`config.mk`:
```
export PLATFORM = sky130hd
export DESIGN_NAME = reservation_station_flat
export DESIGN_NICKNAME = d
export VERILOG_FILES = /design/src/rtl/reservation_station_if.sv /design/src/rtl/reservation_station.sv /design/src/flat_wrapper.sv
export SDC_FILE = /design/constraint.sdc
export NUM_CORES = 1
export LEC_CHECK = 0
export ABC_AREA = 1
export CORE_UTILIZATION = 56
export CTS_BUF_LIST = sky130_fd_sc_hd__clkbuf_8 sky130_fd_sc_hd__clkbuf_16
export CTS_CLUSTER_SIZE = 12
export DETAILED_ROUTE_END_ITERATION = 10
export PLACE_DENSITY = 0.81
export RECOVER_POWER = 25
export SYNTH_ARGS = -nofsm -noshare
export SYNTH_HDL_FRONTEND = slang
export SYNTH_SLANG_ARGS = --single-unit
export TNS_END_PERCENT = 30
```
`constraint.sdc`:
```
create_clock -name clock -period 6.6 [get_ports clock]
set_input_delay 1.65 -clock clock [delete_from_list [all_inputs] [get_ports clock]]
set_output_delay 1.65 -clock clock [all_outputs]
set_load 0.02 [all_outputs]
```
`src/rtl/reservation_station_if.sv`:
```
// Dispatch, scoreboard, result-bus and issue signals of the reservation station.
// master = surrounding pipeline, slave = the station.
interface reservation_station_if #(
   parameter int unsigned DATA_W = 32,
   parameter int unsigned OP_W   = 4
);
   logic              dispatch_valid;
   logic              dispatch_ready;
   logic [OP_W-1:0]   dispatch_op;
   logic [4:0]        dispatch_dest;
   logic              src_a_pending;
   logic [1:0]        src_a_unit;
   logic [4:0]        src_a_row;
   logic [DATA_W-1:0] src_a_value;
   logic              src_b_pending;
   logic [1:0]        src_b_unit;
   logic [4:0]        src_b_row;
   logic [DATA_W-1:0] src_b_value;
   logic              cdb_valid;
   logic [1:0]        cdb_unit;
   logic [4:0]        cdb_row;
   logic [DATA_W-1:0] cdb_value;
   logic              sb_enablewrite;
   logic [4:0]        sb_writeaddr;
   logic [1:0]        sb_registerunit;
   logic [4:0]        sb_row;
   logic              issue_valid;
   logic              issue_ready;
   logic [OP_W-1:0]   issue_op;
   logic [DATA_W-1:0] issue_a;
   logic [DATA_W-1:0] issue_b;
   logic [4:0]        issue_dest;
   logic [4:0]        issue_row;

   modport master (
      output dispatch_valid, dispatch_op, dispatch_dest,
      output src_a_pending, src_a_unit, src_a_row, src_a_value,
      output src_b_pending, src_b_unit, src_b_row, src_b_value,
      output cdb_valid, cdb_unit, cdb_row, cdb_value,
      output issue_ready,
      input  dispatch_ready, sb_enablewrite, sb_writeaddr, sb_registerunit, sb_row,
      input  issue_valid, issue_op, issue_a, issue_b, issue_dest, issue_row
   );

   modport slave (
      input  dispatch_valid, dispatch_op, dispatch_dest,
      input  src_a_pending, src_a_unit, src_a_row, src_a_value,
      input  src_b_pending, src_b_unit, src_b_row, src_b_value,
      input  cdb_valid, cdb_unit, cdb_row, cdb_value,
      input  issue_ready,
      output dispatch_ready, sb_enablewrite, sb_writeaddr, sb_registerunit, sb_row,
      output issue_valid, issue_op, issue_a, issue_b, issue_dest, issue_row
   );
endinterface

```
`src/rtl/reservation_station.sv`:
```
// Reservation station: holds dispatched instructions, snoops the result bus, issues ready entries.
// Optional macro RS_CDB_BYPASS_EN: capture a same-cycle result-bus value at dispatch.
module reservation_station #(
   parameter int unsigned DEPTH   = 4,
   parameter logic [1:0]  UNIT_ID = 2'd0,
   parameter int unsigned DATA_W  = 32,
   parameter int unsigned OP_W    = 4
) (
   input logic                  clock,
   input logic                  reset,
   reservation_station_if.slave rs
);
   localparam int unsigned IDX_W = (DEPTH > 1) ? $clog2(DEPTH) : 1;
   localparam int unsigned TAG_W = 7;

   logic [DEPTH-1:0]  busy, rdy_a, rdy_b;
   logic [DEPTH-1:0]  hit_a, hit_b, eligible;
   logic [OP_W-1:0]   op_q    [DEPTH];
   logic [4:0]        dest_q  [DEPTH];
   logic [TAG_W-1:0]  tag_a_q [DEPTH];
   logic [TAG_W-1:0]  tag_b_q [DEPTH];
   logic [DATA_W-1:0] val_a_q [DEPTH];
   logic [DATA_W-1:0] val_b_q [DEPTH];

   logic [TAG_W-1:0]  cdb_tag;
   logic              free_found, issue_found;
   logic [IDX_W-1:0]  free_idx, issue_idx;
   logic              ready_c, accept_c, issue_fire_c;
   logic              cap_rdy_a, cap_rdy_b;
   logic [DATA_W-1:0] cap_val_a, cap_val_b;

   assign cdb_tag = {rs.cdb_unit, rs.cdb_row};

   // Result-bus match per waiting operand, and issue eligibility.
   always_comb begin
      hit_a    = '0;
      hit_b    = '0;
      eligible = '0;
      for (int i = 0; i < int'(DEPTH); i++) begin
         hit_a[i]    = rs.cdb_valid & busy[i] & ~rdy_a[i] & (tag_a_q[i] == cdb_tag);
         hit_b[i]    = rs.cdb_valid & busy[i] & ~rdy_b[i] & (tag_b_q[i] == cdb_tag);
         eligible[i] = busy[i] & rdy_a[i] & rdy_b[i];
      end
   end

   // Lowest-index free slot and lowest-index issuable slot (downward scan, last hit wins).
   always_comb begin
      free_found  = 1'b0;
      free_idx    = '0;
      issue_found = 1'b0;
      issue_idx   = '0;
      for (int i = int'(DEPTH) - 1; i >= 0; i--) begin
         if (!busy[i]) begin
            free_found = 1'b1;
            free_idx   = IDX_W'(i);
         end
         if (eligible[i]) begin
            issue_found = 1'b1;
            issue_idx   = IDX_W'(i);
         end
      end
   end

   // Operand capture values and dispatch readiness.
   always_comb begin
      cap_rdy_a = ~rs.src_a_pending;
      cap_rdy_b = ~rs.src_b_pending;
      cap_val_a = rs.src_a_value;
      cap_val_b = rs.src_b_value;
`ifdef RS_CDB_BYPASS_EN
      if (rs.src_a_pending && rs.cdb_valid && ({rs.src_a_unit, rs.src_a_row} == cdb_tag)) begin
         cap_rdy_a = 1'b1;
         cap_val_a = rs.cdb_value;
      end
      if (rs.src_b_pending && rs.cdb_valid && ({rs.src_b_unit, rs.src_b_row} == cdb_tag)) begin
         cap_rdy_b = 1'b1;
         cap_val_b = rs.cdb_value;
      end
      ready_c = free_found;
`else
      // Without bypass, a broadcast must never race a dispatch, so stall dispatch instead.
      ready_c = free_found & ~rs.cdb_valid;
`endif
   end

   assign accept_c     = rs.dispatch_valid & ready_c & reset;
   assign issue_fire_c = issue_found & rs.issue_ready & reset;

   assign rs.dispatch_ready  = ready_c;
   assign rs.sb_enablewrite  = accept_c;
   assign rs.sb_writeaddr    = accept_c ? rs.dispatch_dest : 5'd0;
   assign rs.sb_registerunit = UNIT_ID;
   assign rs.sb_row          = accept_c ? 5'(free_idx) : 5'd0;

   assign rs.issue_valid = issue_found;
   assign rs.issue_op    = issue_found ? op_q[issue_idx]    : '0;
   assign rs.issue_a     = issue_found ? val_a_q[issue_idx] : '0;
   assign rs.issue_b     = issue_found ? val_b_q[issue_idx] : '0;
   assign rs.issue_dest  = issue_found ? dest_q[issue_idx]  : 5'd0;
   assign rs.issue_row   = issue_found ? 5'(issue_idx)      : 5'd0;

   // Occupancy and operand-ready state.
   always_ff @(posedge clock or negedge reset) begin
      if (!reset) begin
         busy  <= '0;
         rdy_a <= '0;
         rdy_b <= '0;
      end else begin
         rdy_a <= rdy_a | hit_a;
         rdy_b <= rdy_b | hit_b;
         if (accept_c) begin
            busy[free_idx]  <= 1'b1;
            rdy_a[free_idx] <= cap_rdy_a;
            rdy_b[free_idx] <= cap_rdy_b;
         end
         if (issue_fire_c) begin
            busy[issue_idx] <= 1'b0;
         end
      end
   end

   // Entry payload; only meaningful while busy, so no reset needed.
   always_ff @(posedge clock) begin
      for (int i = 0; i < int'(DEPTH); i++) begin
         if (hit_a[i]) val_a_q[i] <= rs.cdb_value;
         if (hit_b[i]) val_b_q[i] <= rs.cdb_value;
      end
      if (accept_c) begin
         op_q[free_idx]    <= rs.dispatch_op;
         dest_q[free_idx]  <= rs.dispatch_dest;
         tag_a_q[free_idx] <= {rs.src_a_unit, rs.src_a_row};
         tag_b_q[free_idx] <= {rs.src_b_unit, rs.src_b_row};
         val_a_q[free_idx] <= cap_val_a;
         val_b_q[free_idx] <= cap_val_b;
      end
   end
endmodule
```
`src/flat_wrapper.sv`:
```
// flat-port wrapper written by rule: the top's interface ports become plain ports
module reservation_station_flat 
#(
   parameter int unsigned DEPTH   = 4,
   parameter logic [1:0]  UNIT_ID = 2'd0,
   parameter int unsigned DATA_W  = 32,
   parameter int unsigned OP_W    = 4
)
  (clock, reset, rs_dispatch_valid, rs_dispatch_op, rs_dispatch_dest, rs_src_a_pending, rs_src_a_unit, rs_src_a_row, rs_src_a_value, rs_src_b_pending, rs_src_b_unit, rs_src_b_row, rs_src_b_value, rs_cdb_valid, rs_cdb_unit, rs_cdb_row, rs_cdb_value, rs_issue_ready, rs_dispatch_ready, rs_sb_enablewrite, rs_sb_writeaddr, rs_sb_registerunit, rs_sb_row, rs_issue_valid, rs_issue_op, rs_issue_a, rs_issue_b, rs_issue_dest, rs_issue_row);
  reservation_station_if #(.DATA_W(DATA_W), .OP_W(OP_W)) rs_i ();
  input logic clock;
  input logic reset;
  input wire logic [$bits(rs_i.dispatch_valid)-1:0] rs_dispatch_valid;
  input wire logic [$bits(rs_i.dispatch_op)-1:0] rs_dispatch_op;
  input wire logic [$bits(rs_i.dispatch_dest)-1:0] rs_dispatch_dest;
  input wire logic [$bits(rs_i.src_a_pending)-1:0] rs_src_a_pending;
  input wire logic [$bits(rs_i.src_a_unit)-1:0] rs_src_a_unit;
  input wire logic [$bits(rs_i.src_a_row)-1:0] rs_src_a_row;
  input wire logic [$bits(rs_i.src_a_value)-1:0] rs_src_a_value;
  input wire logic [$bits(rs_i.src_b_pending)-1:0] rs_src_b_pending;
  input wire logic [$bits(rs_i.src_b_unit)-1:0] rs_src_b_unit;
  input wire logic [$bits(rs_i.src_b_row)-1:0] rs_src_b_row;
  input wire logic [$bits(rs_i.src_b_value)-1:0] rs_src_b_value;
  input wire logic [$bits(rs_i.cdb_valid)-1:0] rs_cdb_valid;
  input wire logic [$bits(rs_i.cdb_unit)-1:0] rs_cdb_unit;
  input wire logic [$bits(rs_i.cdb_row)-1:0] rs_cdb_row;
  input wire logic [$bits(rs_i.cdb_value)-1:0] rs_cdb_value;
  input wire logic [$bits(rs_i.issue_ready)-1:0] rs_issue_ready;
  output wire logic [$bits(rs_i.dispatch_ready)-1:0] rs_dispatch_ready;
  output wire logic [$bits(rs_i.sb_enablewrite)-1:0] rs_sb_enablewrite;
  output wire logic [$bits(rs_i.sb_writeaddr)-1:0] rs_sb_writeaddr;
  output wire logic [$bits(rs_i.sb_registerunit)-1:0] rs_sb_registerunit;
  output wire logic [$bits(rs_i.sb_row)-1:0] rs_sb_row;
  output wire logic [$bits(rs_i.issue_valid)-1:0] rs_issue_valid;
  output wire logic [$bits(rs_i.issue_op)-1:0] rs_issue_op;
  output wire logic [$bits(rs_i.issue_a)-1:0] rs_issue_a;
  output wire logic [$bits(rs_i.issue_b)-1:0] rs_issue_b;
  output wire logic [$bits(rs_i.issue_dest)-1:0] rs_issue_dest;
  output wire logic [$bits(rs_i.issue_row)-1:0] rs_issue_row;
  assign rs_i.dispatch_valid = rs_dispatch_valid;
  assign rs_i.dispatch_op = rs_dispatch_op;
  assign rs_i.dispatch_dest = rs_dispatch_dest;
  assign rs_i.src_a_pending = rs_src_a_pending;
  assign rs_i.src_a_unit = rs_src_a_unit;
  assign rs_i.src_a_row = rs_src_a_row;
  assign rs_i.src_a_value = rs_src_a_value;
  assign rs_i.src_b_pending = rs_src_b_pending;
  assign rs_i.src_b_unit = rs_src_b_unit;
  assign rs_i.src_b_row = rs_src_b_row;
  assign rs_i.src_b_value = rs_src_b_value;
  assign rs_i.cdb_valid = rs_cdb_valid;
  assign rs_i.cdb_unit = rs_cdb_unit;
  assign rs_i.cdb_row = rs_cdb_row;
  assign rs_i.cdb_value = rs_cdb_value;
  assign rs_i.issue_ready = rs_issue_ready;
  assign rs_dispatch_ready = rs_i.dispatch_ready;
  assign rs_sb_enablewrite = rs_i.sb_enablewrite;
  assign rs_sb_writeaddr = rs_i.sb_writeaddr;
  assign rs_sb_registerunit = rs_i.sb_registerunit;
  assign rs_sb_row = rs_i.sb_row;
  assign rs_issue_valid = rs_i.issue_valid;
  assign rs_issue_op = rs_i.issue_op;
  assign rs_issue_a = rs_i.issue_a;
  assign rs_issue_b = rs_i.issue_b;
  assign rs_issue_dest = rs_i.issue_dest;
  assign rs_issue_row = rs_i.issue_row;
  reservation_station #(.DEPTH(DEPTH), .UNIT_ID(UNIT_ID), .DATA_W(DATA_W), .OP_W(OP_W)) u_core (.clock(clock), .reset(reset), .rs(rs_i));
endmodule
```
Yosys cells after proc, flatten, opt, wreduce, memory -nomap -nowiden:

Memory sizes are Yosys's and may differ from the RTL's.
Index checks and enable logic that the tools add are counted.

* bits in registers: 12
* bits in latches: 0
* output and inout bits: 93
* memory bits (writable): 348
* memory bits (read-only): 0
* memories kept: 6

Memory list
* u_core.val_a_q: words 4, bits a word 32, read ports 1, clocked after memory_dff 0, write ports 4, RTL line reservation_station.sv:22 `logic [DATA_W-1:0] val_a_q [DEPTH];`
* u_core.val_b_q: words 4, bits a word 32, read ports 1, clocked after memory_dff 0, write ports 4, RTL line reservation_station.sv:23 `logic [DATA_W-1:0] val_b_q [DEPTH];`
* u_core.tag_a_q: words 4, bits a word 7, read ports 4, clocked after memory_dff 0, write ports 1, RTL line reservation_station.sv:20 `logic [TAG_W-1:0] tag_a_q [DEPTH];`
* u_core.tag_b_q: words 4, bits a word 7, read ports 4, clocked after memory_dff 0, write ports 1, RTL line reservation_station.sv:21 `logic [TAG_W-1:0] tag_b_q [DEPTH];`
* u_core.dest_q: words 4, bits a word 5, read ports 1, clocked after memory_dff 0, write ports 1, RTL line reservation_station.sv:19 `logic [4:0] dest_q [DEPTH];`
* u_core.op_q: words 4, bits a word 4, read ports 1, clocked after memory_dff 0, write ports 1, RTL line reservation_station.sv:18 `logic [OP_W-1:0] op_q [DEPTH];`

* add/sub/neg operators: 0
* muxes and demuxes: 57
* divide/modulo/power cells: 0
* shift-type cells: 0
* $lt $le $gt $ge: 4
* $mul: 0
* reduce and logical (&&, ||, !) cells: 4
* bitwise logic cells: 49
* equal/unequal tests: 8

Operator list (count)
* 32-bit two-way mux: 4
* 32-bit OR reduction: 2
* 7-bit equality test: 8
* 1-bit bitwise AND: 33
* 1-bit two-way mux: 30
* 2-bit two-way mux: 12
* 4-bit two-way mux: 5
* 4-bit OR: 3
* 1-bit inverter: 11
* 5-bit two-way mux: 2
* 4-bit bitwise mux: 2
* 2-bit by 3-bit < comparator with 1-bit output, second input constant: 2
* 4-bit bitwise AND: 1
* 1-bit demux with 2-bit select: 2
* 2-bit by 1-bit >= comparator with 1-bit output, second input constant: 2
* 4-bit inverter: 1
* 1-bit logical AND: 2

Depth between registers and ports, before layout:

Gate-level depths: netlist of the first run.

* depth after elaboration: 13
* mapped depth: 12

Least setup slack after synthesis of the first run:

No wires, ideal clock.

* path kind: in2reg
* start point: input port reset
* end point: memory u_core.val_a_q[3][0] (enable)
* setup slack: 1621 ps
* arrival: 4513 ps
* setup time: 466 ps
* cell stages on the path: 6
* required time: 6134 ps
* path through: nand2_1 -> inv_1 -> nand4_1 -> nor2_1 -> inv_1 -> o21ai_0

RTL lines
* start: declaration: RTL line flat_wrapper.sv:12 `input logic reset;`
* end: declaration: RTL line reservation_station.sv:22

Final worst setup path of the first run:

* start point: register u_core.busy[0]
* end point: output port rs_issue_a[30]

* longest elaborated chain between the ends: 5
* elaborated cells between the ends (all ways): 6
* those cells by class: mux: 3; bitwise: 2; memory: 1

RTL lines
* start: declaration: RTL line reservation_station.sv:16 `logic [DEPTH-1:0] busy, rdy_a, rdy_b;`
* start signal: assignment: RTL line reservation_station.sv:105 `busy <= '0;`
* start signal: indexed assignment: RTL line reservation_station.sv:112 `busy[free_idx] <= 1'b1;`
* start signal: indexed assignment: RTL line reservation_station.sv:117 `busy[issue_idx] <= 1'b0;`
* 1-bit bitwise AND (*) (2 in series): RTL line reservation_station.sv:42 `eligible[i] = busy[i] & rdy_a[i] & rdy_b[i];`
* 2-bit two-way mux: RTL line reservation_station.sv:57 `if (eligible[i]) begin`
* memory read 4 x 32 bit
* 32-bit two-way mux (*): RTL line reservation_station.sv:97 `assign rs.issue_a = issue_found ? val_a_q[issue_idx] : '0;`
* end: declaration: RTL line flat_wrapper.sv:36 `output wire logic [$bits(rs_i.issue_a)-1:0] rs_issue_a;`

Mark *: on every way between the ends. The rest lies on a longest branch, timed or not.

==> results of run 1 <==
[power breakdown]
group          switching, W  total (W)  internal, W
combinational       0.00329    0.00505      0.00176
sequential        0.0000782    0.00280      0.00272
clock              0.000834    0.00191      0.00108
total               0.00421    0.00976      0.00555
[cell usage in the layout (no fill, tap or decap), types with 3 or more instances in the layout]
cell type        instances
o21ai_1                180
a21oi_1                 79
o21ai_0                 43
nand3_1                234
o21ai_2                 34
nand2_4                  5
clkbuf_16               39
dlygate4sd3_1           24
inv_2                   60
nor2_4                   3
clkinv_1                 4
dfrtp_1                 12
nor2_1                  46
clkinv_2                 4
xnor2_1                 26
clkbuf_1                 4
nand2_1                481
clkdlybuf4s50_1        193
buf_4                   13
conb_1                   8
edfxtp_1               348
inv_1                  392
nand2_2                 19
[cells by family (layout without fill, tap and decap cells)]
kind of cell,after synthesis,after routing,synth area share
AOI/OAI and AO/OA,339,339,0.1032
buffers and inverters,568,738,0.1246
other,1,9,0.0002017
DFF,360,360,0.5783
and+or+nand+nor,795,795,0.1814
xor gates and xnor gates,26,26,0.01225
[area by class of cell]
cell class                      instances  area, µm²  share of cell area
Sequential cell                       360      10750              0.4913
Multi-Input combinational cell       1168       5523              0.2524
Timing Repair Buffer                  236       2310              0.1056
Inverter                              447       1679             0.07673
Clock buffer                           41       1003             0.04586
Tap cell                              442      553.0             0.02527
Clock inverter                         14      61.31            0.002802
Antenna cell                            1      2.502           0.0001144
[Yosys cell counts (all sizes together)]
cell / instances / area share
a21oi: 79 / 0.021
and3b: 1 / 0.00047
buf: 89 / 0.028
clkbuf: 32 / 0.0067
conb: 1 / 0.00020
dfrtp: 12 / 0.016
edfxtp: 348 / 0.56
inv: 447 / 0.090
nand2: 505 / 0.11
nand3: 236 / 0.064
nand4: 2 / 0.00067
nor2: 49 / 0.010
nor3: 2 / 0.00054
o21ai: 258 / 0.081
o21bai: 1 / 0.00040
o31ai: 1 / 0.00040
xnor2: 26 / 0.012
[routing by layer]
metal	up-vias	routed length (µm)
met5	-	0
met2	925	24450
met4	0	1734
met3	117	5125
met1	6917	19480
li1	7029	-
[through the flow]
| step | cells | setup WS, ps | area (µm²) |
|---|---|---|---|
| floorplan | 2096 | 1621 | 18620 |
| global placement | 2653 | 1390 | 20960 |
| detailed placement | 2653 | 1392 | 20960 |
| CTS | 2708 | 940.1 | 22020 |
| global route | 2709 | 621.4 | 21880 |
| finish | 2709 | 863.3 | 21880 |
[worst max-delay path, stage by stage (launching register included)]
cell and delay [ps]:
dfrtp_1 460, nand3_1 250, nand2_1 280, inv_2 350, nand2_4 910, nand3_1 160
a21oi_1 420, clkdlybuf4s50_1 700
[flip-flops by register name (all words and copies together) (netlist names)]
signal	count
u_core.val_b_q	128
u_core.dest_q	20
u_core.op_q	16
u_core.tag_a_q	28
u_core.val_a_q	128
u_core.tag_b_q	28
u_core.rdy_b	4
u_core.busy	4
u_core.rdy_a	4
[how the worst max path moves through the flow]
| stage | cells after the start | to | startpoint | slack, ps |
|---|---|---|---|---|
| finish | 7 | rs_issue_a[30] | u_core.busy[0]$_DFF_PN0_ | 860 |
| global route | 7 | rs_sb_enablewrite | reset | 620 |
| CTS | 7 | rs_issue_a[30] | u_core.busy[0]$_DFF_PN0_ | 940 |
| detailed placement | 7 | rs_sb_enablewrite | reset | 1390 |
| global placement | 7 | rs_sb_enablewrite | reset | 1390 |
| floorplan | 6 | u_core.val_a_q[3][0]$_DFFE_PP_ | reset | 1620 |
==> impl_results.md, run 1 <==
- Status: complete, but fails checks
- Failing checks: capacitance limit, slew limit
- Post-synthesis sequential area ratio: 0.5783
- Via count: between 10000 and 15000
- Synthesized area: about 19000 µm²
- Syn Area/Cell: 8.899 µm²
- HPWL Detailed: 30270 µm
- M2 GR Usage: 0.5030
- Hold path startpoint: u_core.rdy_b[0]$_DFF_PN0_
- CP endpoint kind: output port
- Max Fanout on Critical Path: 74
- Tcrit/Tclk final: 0.8692
- Layout cell share with drive strength beyond 1: 0.08164
- Vias per cell: between 5 and 6
- GR Util All Layers: 0.3024
- Reg2reg end: u_core.val_a_q[2][8]$_DFFE_PP_
- Routability cong.: between 0.8 and 0.9
- WHS Path Cells: 4
- Tightest hold margin: 596.6 ps
- Maximum root-to-sink buffer count: 3
- Max IR drop VDD: about 0.5 mV
- Gr busiest metal: met2
- Library cells used by synthesis: 29
- CTS Buf Count: 37
- Antenna violations before repair: 1
- Endpoint, Worst Hold: u_core.rdy_b[0]$_DFF_PN0_
- Total power: just under 0.01 W
- Initial Utilization: 0.5699
- Power Density: 445.9 nW/µm²
- H-tree depth: 2
- Post-CTS setup buffer count: 0
- TritonCTS clock tree: built
- Met3 GRT Util: 0.04525
- Pins Over Slew Limit: 150
- Final ANT Viol Nets: 0
- Die area: roughly 34000 µm²
- Pin slew with the least headroom to its limit: 2004 ps
- Core Util, Final: 0.6708
- Reg2reg setup slack: a little over 3000 ps
- Die height: 184.2 µm
- Fmax: about 0.17 GHz
- Clk sink count: 360
- DRT Pass-1 Iters: 6
- Max-slew headroom: -0.3357
- CP arrival: between 4000 and 5000 ps
- Nets: between 2000 and 2500
- Core Area: about 33000 µm²
- Total Neg Setup Slack: 0 ps
- DRC viols: 0
- Global-route wire length before repair: slightly below 80000 µm
- Synth Instances: 2089
- FF-to-FF path depth: 8
- Worst skew pair latency: 530 ps
- PortBufs: 217
- Worst Hold Class: flip-flop to flip-flop
- Chip width: 184.2 µm
- Clock root buffer: clkbuf_16
- Static Leakage: 9.522 nW
- #FFs+latches synth: 360
- Max-cap viol count: 4
- Final Hold Fails: 0
- Cts repair resizes: 0
- IO Pins: about 230
- Cts hold-fix bufs: 0
- Largest net degree at the start of global routing: 96
- DR WL/cell: between 15 and 20 µm
- Worst-path clk slew: around 60 ps
- Final WL: between 50000 and 60000 µm
- Starting DRC count in detailed routing: 1612
- R2R Path Start: u_core.busy[3]$_DFF_PN0_
- Gr ovfl total: 0
- GR Layer Usage met1: 0.3953
- Crit path kind: flip-flop to output port
- RSZ-0062 raised after global routing: false
- Area growth syn-to-layout: 17.71%
- Crit path launch type: flip-flop
- Synth warn: 0
- # setup viols final: 0
- Vias in the first global route: roughly 14000
- CP required: around 5000 ps
- Row Count: 66
- # fillers: 2480
- Post-route minimum period: 5737 ps
- Layout Skew: between 20 and 25 ps
No activity file was read; power rests on OpenSTA's default activity.
==> run 2, diff against run 1 <==
- ABC_AREA: 1 -> unset
- GPL_TIMING_DRIVEN: unset -> 0
- HOLD_SLACK_MARGIN: unset -> 0.08
- PLACE_DENSITY: 0.81 -> 0.82
==> run 2 against run 1 <==
Against the previous run:
- synthesized cell count fell by 30%
- non-clock buffer count up 83
- fmax decreased by 8.5%
- the run now ends clean
- total power shrank 21%
- register-to-register slack gained 620 ps
- routed wire length is 0.83% lower
- final cell count decreased by 21%
- die area decreased by 13%
- utilization rose by 4.8 points
- clock skew fell by 15 ps
- largest cell class unchanged
- first-iteration DRC count grew 26%
- synthesized area fell by 13%
==> impl_results.md, run 2 <==
- Routability cong.: ~0.88
- CP required: ~5000 ps
- # fillers: between 1500 and 2000
- Synth Instances: about 1500
- Antenna violations before repair: 7
- GR Util All Layers: 0.3420
- Max IR drop VDD: a little under 0.3 mV
- Internal power: 0.004905 W
- Tcrit/Tclk final: 0.9497
- H-tree depth: 2
- Final WL: around 50000 µm
- Gr ovfl total: 0
- CP endpoint kind: output port
- HPWL Detailed: 33070 µm
- Power Density: approximately 380 nW/µm²
- DRC viols: 0
- Total power: 0.007676 W
- Pin slew with the least headroom to its limit: 1132 ps
- Worst skew pair latency: 530 ps
- Post-synth top cells: 656 x nand2_1, 348 x edfxtp_1, 154 x a22oi_1, 79 x o21ai_0, 56 x xor2_1
- Fin cells: between 2000 and 2500
- Post-synth top area share: 0.6475
- Final Hold Fails: 0
- Via count: about 13000
- Max Fanout on Critical Path: 17
- Post-Place Cells: roughly 2100
- PortBufs: 210
- Row Count: 61
- Synth warn: 0
- #FFs+latches synth: 360
- Leading cell type in the layout, fill and taps excluded: nand2_1
- DRT Pass-1 Iters: 8
- Die area: between 20000 and 30000 µm²
- Sw power: roughly 0.0028 W
- Clock root buffer: clkbuf_16
- Place WS: 460.4 ps
- Biggest regs: u_core.val_a_q (128), u_core.val_b_q (128)
- Crit path kind: input pin to output port
- Status: finished clean
- Post-CTS setup buffer count: 0
- Count leader, synth: nand2_1
- Cts hold-fix bufs: 0
- TritonCTS clock tree: built
- Cts repair resizes: 0
- CTS Buf Count: 38
- Starting DRC count in detailed routing: between 2000 and 2500
- Worst-path clk slew: 60 ps
- Worst Hold Class: flip-flop to flip-flop
- Top cell type by total area after synthesis: edfxtp_1
- Max-slew headroom: 0.2395
- IO Pins: approximately 230
- Maximum root-to-sink buffer count: 3
- Final ANT Viol Nets: 0
- Chip width: between 150 and 200 µm
- Seq pwr share: 0.361
- Crit path launch type: input pin
- Layout Skew: about 8.6 ps
- RSZ-0062 raised after global routing: false
- Core Area: about 28000 µm²
- Most frequent cells in the layout: 656 x nand2_1, 348 x edfxtp_1, 186 x clkdlybuf4s50_1, 154 x a22oi_1, 73 x o21ai_0
- Vias in the first global route: 13252
- # setup viols final: 0
- Nets: ~1900
- Initial Utilization: 0.5746
- Pins Over Slew Limit: 0
- CP arrival: between 4000 and 5000 ps
- Syn Area/Cell: about 11 µm²
- Clk sink count: 360
- Static Leakage: around 7.5 nW
- Vias per cell: 6.177
- Max-cap viol count: 0
- Post-synth EDFFs: 348
- DR WL/cell: about 23 µm
- Global-route wire length before repair: between 70000 and 80000 µm
- Total Neg Setup Slack: 0 ps
- Final WS setup: around 330 ps
- Commonest register cell after synthesis: edfxtp_1
- Layout cell share with drive strength beyond 1: 0.06342
- Area growth syn-to-layout: 25.05%
- Post-synthesis sequential area ratio: 0.6661
- Tightest hold margin: 645.5 ps
- Synthesized area: 16140 µm²
- Combinational share of power: 0.377
- Largest net degree at the start of global routing: 33
- Post-route minimum period: between 6000 and 7000 ps
- Clock Power Share: 0.262
- Die height: around 170 µm
- Top cells by area, synth: edfxtp_1 65%, nand2_1 15%, a22oi_1 7.2%, xor2_1 3.0%, o21ai_0 2.4%
- Net Sw Frac: 0.3610
- Library cells used by synthesis: 31
- Post-synth ARST share: 0.03333
- Fmax: between 0.15 and 0.2 GHz
run 2: power by group through the flow:
stage               sequential, W  clock [W]  combinational (W)
detailed placement        0.00281          0            0.00282
CTS                       0.00276    0.00201            0.00284
global placement          0.00280          0            0.00274
global route              0.00278    0.00209            0.00303
finish                    0.00277    0.00201            0.00289
floorplan                 0.00278          0            0.00148
run 2: routing by layer:
| layer | up-vias | GRT usage | wire length (µm) |
|---|---|---|---|
| met5 | - | 0 | 13 |
| met3 | 210 | 0.08767 | 6774 |
| li1 | 5727 | - | - |
| met2 | 1103 | 0.5719 | 24310 |
| met1 | 6233 | 0.4102 | 17030 |
| met4 | 2 | 0.1743 | 2231 |
run 2: final timing paths:
| path | start | endpoint | slack (ps) | depth (start not counted) |
|---|---|---|---|---|
| hold reg to reg | u_core.rdy_b[3]$_DFF_PN0_ | u_core.rdy_b[3]$_DFF_PN0_ | 650 | 2 |
| min in group asynchronous | reset | u_core.rdy_a[2]$_DFF_PN0_ | 1640 | 1 |
| hold / removal | u_core.rdy_b[3]$_DFF_PN0_ | u_core.rdy_b[3]$_DFF_PN0_ | 650 | 2 |
| setup / recovery | reset | rs_sb_writeaddr[4] | 330 | 6 |
| max in group asynchronous | reset | u_core.rdy_b[0]$_DFF_PN0_ | 4490 | 1 |
| setup reg to reg | u_core.busy[1]$_DFF_PN0_ | u_core.val_b_q[2][8]$_DFFE_PP_ | 3640 | 7 |
run 2: critical path: stages:
cell and delay (ps):
dlygate4sd3_1 1030, nand3_1 500, inv_2 360, buf_2 290, and2_1 170, clkdlybuf4s50_1 600
run 2: logic make-up (layout without fill, tap and decap cells):
family          Yosys count  in the layout  share of synthesized area
simple gates            710            710                     0.1714
flops                   360            360                     0.6661
compound gates          242            242                     0.1003
buf+inv                 103            390                    0.03155
xor+xnor                 56             56                    0.03039
other cells               1             13                  0.0002324
run 2: layout make-up:
type	count	area, µm²	share of cell area
flip-flops and latches	360	10750	0.5327
multi-input cells	1016	4996	0.2476
repair buffers	220	2300	0.1139
clock buffers	43	1054	0.05220
well taps	378	473.0	0.02343
plain buffers	99	461.7	0.02288
clock inverters	24	118.9	0.005890
inverters	4	16.27	0.0008059
diodes	5	12.51	0.0006200
run 2: metrics by stage:
stage	area, µm²	util
floorplan	16170	-
global placement	18740	0.6672
detailed placement	19030	0.6777
CTS	20210	0.7194
global route	20170	0.7183
finish	20180	0.7186
